<file path="src/rtl/s2f_pkg.sv">
// Shared definitions for the slow-to-fast multi-channel pulse synchroniser.
// Latency: n/a (constants and a pure combinational helper only).
// Backpressure: n/a.
package s2f_pkg;

  // Which input transitions count as events.
  typedef enum logic [1:0] {
    EDGE_RISE = 2'd0,
    EDGE_FALL = 2'd1,
    EDGE_BOTH = 2'd2
  } edge_mode_e;

  // Legal parameter ranges for the synchroniser top.
  localparam int CHANNELS_MIN    = 1;
  localparam int CHANNELS_MAX    = 32;
  localparam int SYNC_STAGES_MIN = 2;
  localparam int SYNC_STAGES_MAX = 4;
  localparam int CNT_W_MIN       = 1;
  localparam int CNT_W_MAX       = 8;

  // Edge comparison of the synchronised level against its one-cycle-old copy.
  function automatic logic edge_event(input logic [1:0] mode, input logic cur, input logic prev);
    logic ev;
    ev = 1'b0;
    case (mode)
      EDGE_RISE: ev = cur & ~prev;
      EDGE_FALL: ev = ~cur & prev;
      EDGE_BOTH: ev = cur ^ prev;
      default:   ev = 1'b0;
    endcase
    return ev;
  endfunction

endpackage

</file>
<file path="src/rtl/s2f_sync_chan.sv">
// One channel: synchroniser chain, edge register, pending-event counter, sticky overflow.
// Latency: input transition to out pulse is SYNC_STAGES+1 clk2 edges; count updates with out.
// Backpressure: evt_ready pops one pending event per cycle; events beyond saturation are dropped and flagged.
module s2f_sync_chan
  import s2f_pkg::*;
#(
  parameter int SYNC_STAGES = 2,
  parameter int CNT_W       = 4,
  parameter int EDGE_MODE   = 0
) (
  input  logic             clk2,
  input  logic             reset,
  input  logic             in_a,
  input  logic             evt_en,
  input  logic             evt_ready,
  input  logic             ovf_clr,
  output logic             out,
  output logic             in_sync,
  output logic             evt_valid,
  output logic [CNT_W-1:0] evt_cnt,
  output logic             ovf
);

  localparam logic [1:0]       MODE    = 2'(EDGE_MODE);
  localparam logic [CNT_W-1:0] CNT_MAX = '1;

  // Metastability chain: stage 0 samples the async input, highest index is the settled level.
  (* async_reg = "true" *) logic [SYNC_STAGES-1:0] sync_q;
  logic [SYNC_STAGES-1:0] sync_d;

  logic             prev_q, prev_d;
  logic             out_q, out_d;
  logic             ovf_q, ovf_d;
  logic [CNT_W-1:0] cnt_q, cnt_d;

  logic last;
  logic evt;
  logic inc;
  logic dec;

  assign last = sync_q[SYNC_STAGES-1];

  // Pure shift between stages; nothing may sit between synchroniser flops.
  always_comb begin
    sync_d = {sync_q[SYNC_STAGES-2:0], in_a};
  end

  // Edge detect, counter and overflow next-state; set of ovf takes priority over clear.
  always_comb begin
    prev_d = last;
    evt    = edge_event(MODE, last, prev_q);
    inc    = evt_en & evt;
    dec    = (cnt_q != '0) & evt_ready;
    out_d  = inc;
    cnt_d  = cnt_q;
    ovf_d  = ovf_q & ~ovf_clr;
    if (inc && !dec) begin
      if (cnt_q == CNT_MAX) begin
        ovf_d = 1'b1;
      end else begin
        cnt_d = cnt_q + CNT_W'(1);
      end
    end else if (dec && !inc) begin
      cnt_d = cnt_q - CNT_W'(1);
    end
  end

  // All channel state clears synchronously on reset.
  always_ff @(posedge clk2) begin
    if (reset) begin
      sync_q <= '0;
      prev_q <= 1'b0;
      out_q  <= 1'b0;
      cnt_q  <= '0;
      ovf_q  <= 1'b0;
    end else begin
      sync_q <= sync_d;
      prev_q <= prev_d;
      out_q  <= out_d;
      cnt_q  <= cnt_d;
      ovf_q  <= ovf_d;
    end
  end

  assign out       = out_q;
  assign in_sync   = last;
  assign evt_valid = (cnt_q != '0);
  assign evt_cnt   = cnt_q;
  assign ovf       = ovf_q;

endmodule

</file>
<file path="src/rtl/s2f_pulse_sync_mc.sv">
// Multi-channel slow-to-fast pulse synchroniser with per-channel pending-event counters.
// Latency: SYNC_STAGES+1 clk2 edges from input sample to out pulse; events suppressed while priming after reset.
// Backpressure: per-channel evt_valid/evt_ready handshake; saturation drops events and sets sticky ovf.
module s2f_pulse_sync_mc
  import s2f_pkg::*;
#(
  parameter int CHANNELS    = 4,
  parameter int SYNC_STAGES = 2,
  parameter int CNT_W       = 4,
  parameter int EDGE_MODE   = 0
) (
  input  logic                      clk2,
  input  logic                      reset,
  input  logic [CHANNELS-1:0]       in,
  output logic [CHANNELS-1:0]       out,
  output logic [CHANNELS-1:0]       in_sync,
  output logic [CHANNELS-1:0]       evt_valid,
  input  logic [CHANNELS-1:0]       evt_ready,
  output logic [CHANNELS*CNT_W-1:0] evt_cnt,
  output logic [CHANNELS-1:0]       ovf,
  input  logic [CHANNELS-1:0]       ovf_clr
);

  // Priming lasts until the sync chain and edge register all hold post-reset samples.
  localparam int PRIME_N = SYNC_STAGES + 1;
  localparam int PRIME_W = $clog2(PRIME_N + 1);

  logic [PRIME_W-1:0] prime_q, prime_d;
  logic               evt_en;

  // Count up after reset release and park at PRIME_N, which enables event detection.
  always_comb begin
    evt_en  = (prime_q == PRIME_W'(PRIME_N));
    prime_d = prime_q;
    if (!evt_en) begin
      prime_d = prime_q + PRIME_W'(1);
    end
  end

  // Shared priming counter register.
  always_ff @(posedge clk2) begin
    if (reset) begin
      prime_q <= '0;
    end else begin
      prime_q <= prime_d;
    end
  end

  for (genvar i = 0; i < CHANNELS; i++) begin : g_chan
    s2f_sync_chan #(
      .SYNC_STAGES (SYNC_STAGES),
      .CNT_W       (CNT_W),
      .EDGE_MODE   (EDGE_MODE)
    ) u_chan (
      .clk2      (clk2),
      .reset     (reset),
      .in_a      (in[i]),
      .evt_en    (evt_en),
      .evt_ready (evt_ready[i]),
      .ovf_clr   (ovf_clr[i]),
      .out       (out[i]),
      .in_sync   (in_sync[i]),
      .evt_valid (evt_valid[i]),
      .evt_cnt   (evt_cnt[i*CNT_W +: CNT_W]),
      .ovf       (ovf[i])
    );
  end

endmodule

</file>
<file path="config.mk">
export PLATFORM = sky130hd
export DESIGN_NAME = s2f_pulse_sync_mc
export DESIGN_NICKNAME = d
export VERILOG_FILES = /design/src/rtl/s2f_pkg.sv /design/src/rtl/s2f_sync_chan.sv /design/src/rtl/s2f_pulse_sync_mc.sv
export SDC_FILE = /design/constraint.sdc
export NUM_CORES = 1
export LEC_CHECK = 0
export ABC_AREA = 1
export CORE_MARGIN = 5
export CORE_UTILIZATION = 45
export DETAILED_ROUTE_END_ITERATION = 12
export PLACE_DENSITY = 0.75
export SYNTH_ARGS = -nofsm -noshare
export SYNTH_HDL_FRONTEND = slang
export SYNTH_SLANG_ARGS = --single-unit
</file>
<file path="constraint.sdc">
create_clock -name clk2 -period 1.9 [get_ports clk2]
set_input_delay 0.19 -clock clk2 [delete_from_list [all_inputs] [get_ports clk2]]
set_output_delay 0.19 -clock clk2 [all_outputs]
set_load 0.01 [all_outputs]
</file>
==> run metrics <==
run status=finished clean; Post-Syn Area per Cell=~7.2 µm²; Power Density=1290 mW/mm²; worst setup path endpoint=g_chan[3].u_chan.evt_cnt[3]; clock-pin slew on the worst setup and hold paths=roughly 0.07 ns; yosys warns=0; Clock Sink Count=38; fill cell count=between 400 and 500; r2r endpoint=g_chan[3].u_chan.evt_cnt[3]; Ant. Diodes=0; DRT Pass-1 Iters=5; Die Area=between 0.006 and 0.007 mm²; RePlAce Congestion=roughly 0.8; area taken by multi-input logic gates=around 0.0011 mm²; VDD IR-drop max=623 µV; dpl hpwl=between 3000 and 4000 µm; Worst Path Required=roughly 2.1 ns; antenna violations before repair=0; cell area after synthesis=about 0.0022 mm²; clock insertion delay at the later pin of the skew report=around 0.28 ns; slowest stage cell, crit path=dfxtp_2; register-to-register setup slack=between 0.1 and 0.15 ns; kind of cell adding the most delay to the critical path=simple AND/OR/NAND/NOR gates; vias per inst=4.64; Die Wd=79.3 µm; Levels on crit path=11; fin crit period=around 1.8 ns; drc violations=0; CTS Hold Buffers Added=0; global-route wire length before repair=7400 µm; CTS H-Tree Depth=2; CTS buffer count=5; Die Y=around 79 µm; Final setup viols=0; commonest non-fill, non-tap cell in the layout=inv_1; CTS tree=done; nets=roughly 370; drt wl/cell=between 10 and 15 µm; Worst setup SP type=flip-flop; pre-CTS WS=-0.0524 ns; Core ar.=~0.0047 mm²; RR Startpoint=prime_q[1]; syn nets=roughly 320; FF+latch count, synth=38; Hold Path Class=flip-flop to flip-flop; Clock Root Buffer=clkbuf_8; layout cells sized above 1=around 16%; Worst Setup End Kind=flip-flop; clock buffer depth=2; Max-Cap Viols=0; ANT nets after route=0; Worst slew margin=a little over four fifths; FF/Latch Area=~760 µm²; measured slew at the worst slew-check pin=0.248 ns; period utilization=around 90%; DRT Wirelength=roughly 4200 µm; port bufs=between 40 and 50; number of vias in the routed layout=1850; Peak Freq=about 570 MHz; Setup crit start=prime_q[1]; Layout area overhead=29.2%; post-synthesis cell count=300; DRT iter0 DRCs=between 40 and 50; cells along the critical path=ha_4 -> nand2_1 -> nor2_4 -> nand2_4 -> ha_4 -> nand2_1 -> nand3b_1 -> nand3_1 -> nand2_1 -> nor2_1 -> nor2_1; register area share after synthesis=35.2%; hold_ws=~0.4 ns; all-layer global routing usage=between 10 and 15%; largest net degree at the start of global routing=18; cell repeated most along the worst path=nand2_1; count of final hold-check violations=0; reg2reg path depth=11; Max Fanout on Critical Path=6; unrepaired setup endpoints after global routing=yes; leading cell types in the layout, fill and taps excluded=inv_1 (54), clkdlybuf4s50_1 (45), nor2_1 (41); num ports=46; Overflow after GRT=0; row count=25; CP bufs+invs=0; Cell variety after synth=25; slowest stage delay, CP=0.36 ns; WS Path Type=flip-flop to flip-flop; max-slew violation count=0; clock skew=just under 0.007 ns; Critical Path AT=between 1.5 and 2 ns; worst setup margin=about 0.15 ns; Leak Pwr=0.00127 µW; post-layout util=slightly below 60%; initial core utilization=46.1%; vias in the first global route=~1700
-- per-layer routing --
layer	vias to the layer above	GRT usage (%)	share of wire, %
li1	992	-	-
met1	811	17.5	46
met2	39	25.2	48
met3	8	3.51	4.1
met4	0	4.64	1.5
met5	-	0	0
-- registers in the layout, indices dropped and copies added, names as in the netlist --
register / flops
g_chan.u_chan.evt_cnt: 16
g_chan.u_chan.sync_q: 8
g_chan.u_chan.out: 4
g_chan.u_chan.ovf: 4
g_chan.u_chan.prev_q: 4
prime_q: 2
-- worst min path at each step --
| stage | from | to | cells after the start | slack [ns] |
|---|---|---|---|---|
| after floorplan | in[0] | g_chan[0].u_chan.sync_q[0] | 2 | 0.30 |
| after global placement | g_chan[3].u_chan.sync_q[0] | g_chan[3].u_chan.sync_q[1] | 2 | 0.39 |
| after detailed placement | g_chan[0].u_chan.sync_q[0] | g_chan[0].u_chan.sync_q[1] | 2 | 0.40 |
| after CTS | g_chan[2].u_chan.sync_q[0] | g_chan[2].u_chan.sync_q[1] | 2 | 0.41 |
| after global routing | in[1] | g_chan[1].u_chan.sync_q[0] | 3 | 0.41 |
| final | g_chan[3].u_chan.sync_q[0] | g_chan[3].u_chan.sync_q[1] | 2 | 0.40 |
-- metrics by stage --
stage / setup TNS (ns) / power (µW) / instance area, µm² / std cells
floorplan: 0 / 2370 / 2160 / 300
global placement: 0 / 2940 / 2590 / 386
detailed placement: -0.171 / 2980 / 2590 / 386
CTS: 0 / 3560 / 2690 / 394
global route: -0.0102 / 3960 / 2790 / 399
finish: 0 / 3610 / 2790 / 399
-- kinds of logic (layout without fill, tap and decap cells) --
family	count (synthesis)	after routing	share of synthesized area (%)
AO/OA/AOI/OAI	33	33	8.22
XOR/XNOR	5	5	2.03
adder cells (fa/ha/maj)	9	9	5.21
buffers and inverters	78	123	16.6
flip-flops	38	38	35.2
AND/OR/NAND/NOR	137	137	32.8
-- cell usage after synthesis --
master / instances / area, µm²
nand2_2: 10 / 62.6
nor2_1: 41 / 154
o21a_1: 4 / 30.0
nand3b_1: 8 / 60.1
buf_1: 1 / 3.75
nand3_1: 19 / 95.1
o21ai_0: 13 / 65.1
nor2_4: 4 / 45.0
ha_1: 9 / 113
xor2_1: 1 / 8.76
buf_2: 1 / 5.00
or2_1: 2 / 12.5
xnor2_1: 4 / 35.0
nand2_4: 9 / 101
buf_4: 17 / 128
inv_2: 3 / 11.3
a21oi_1: 14 / 70.1
o21ai_1: 1 / 5.00
nand4_1: 4 / 25.0
dfxtp_1: 38 / 761
inv_1: 54 / 203
o21bai_1: 1 / 7.51
or2_0: 1 / 6.26
clkbuf_1: 2 / 7.51
nand2_1: 39 / 146
-- cell type report --
type | instances | area share [%]
multi-input combinational | 184 | 39.7
sequential | 38 | 27.3
timing repair buffer | 58 | 19.6
inverter | 57 | 7.66
clock buffer | 7 | 3.09
tap | 54 | 2.42
clock inverter | 1 | 0.179
-- worst min-delay path, delay by kind of cell (launching register included) --
kind          cells  cell delay [ns]
flops             1             0.30
buf+inv           1             0.04
simple gates      1             0.03
-- repair_timing --
action	CTS	global route
buffers inserted	0	5
setup endpoints to repair	4	8
resized for setup	1	8
gates cloned	0	0
pin swaps	0	3
-- power by group --
part | switching [µW] | leakage [µW] | internal (µW)
combinational | 953 | 0.000912 | 942
clock | 262 | 0.0000482 | 292
sequential | 199 | 0.000313 | 958
total | 1410 | 0.00127 | 2190
(Power assumes the default switching activity.)
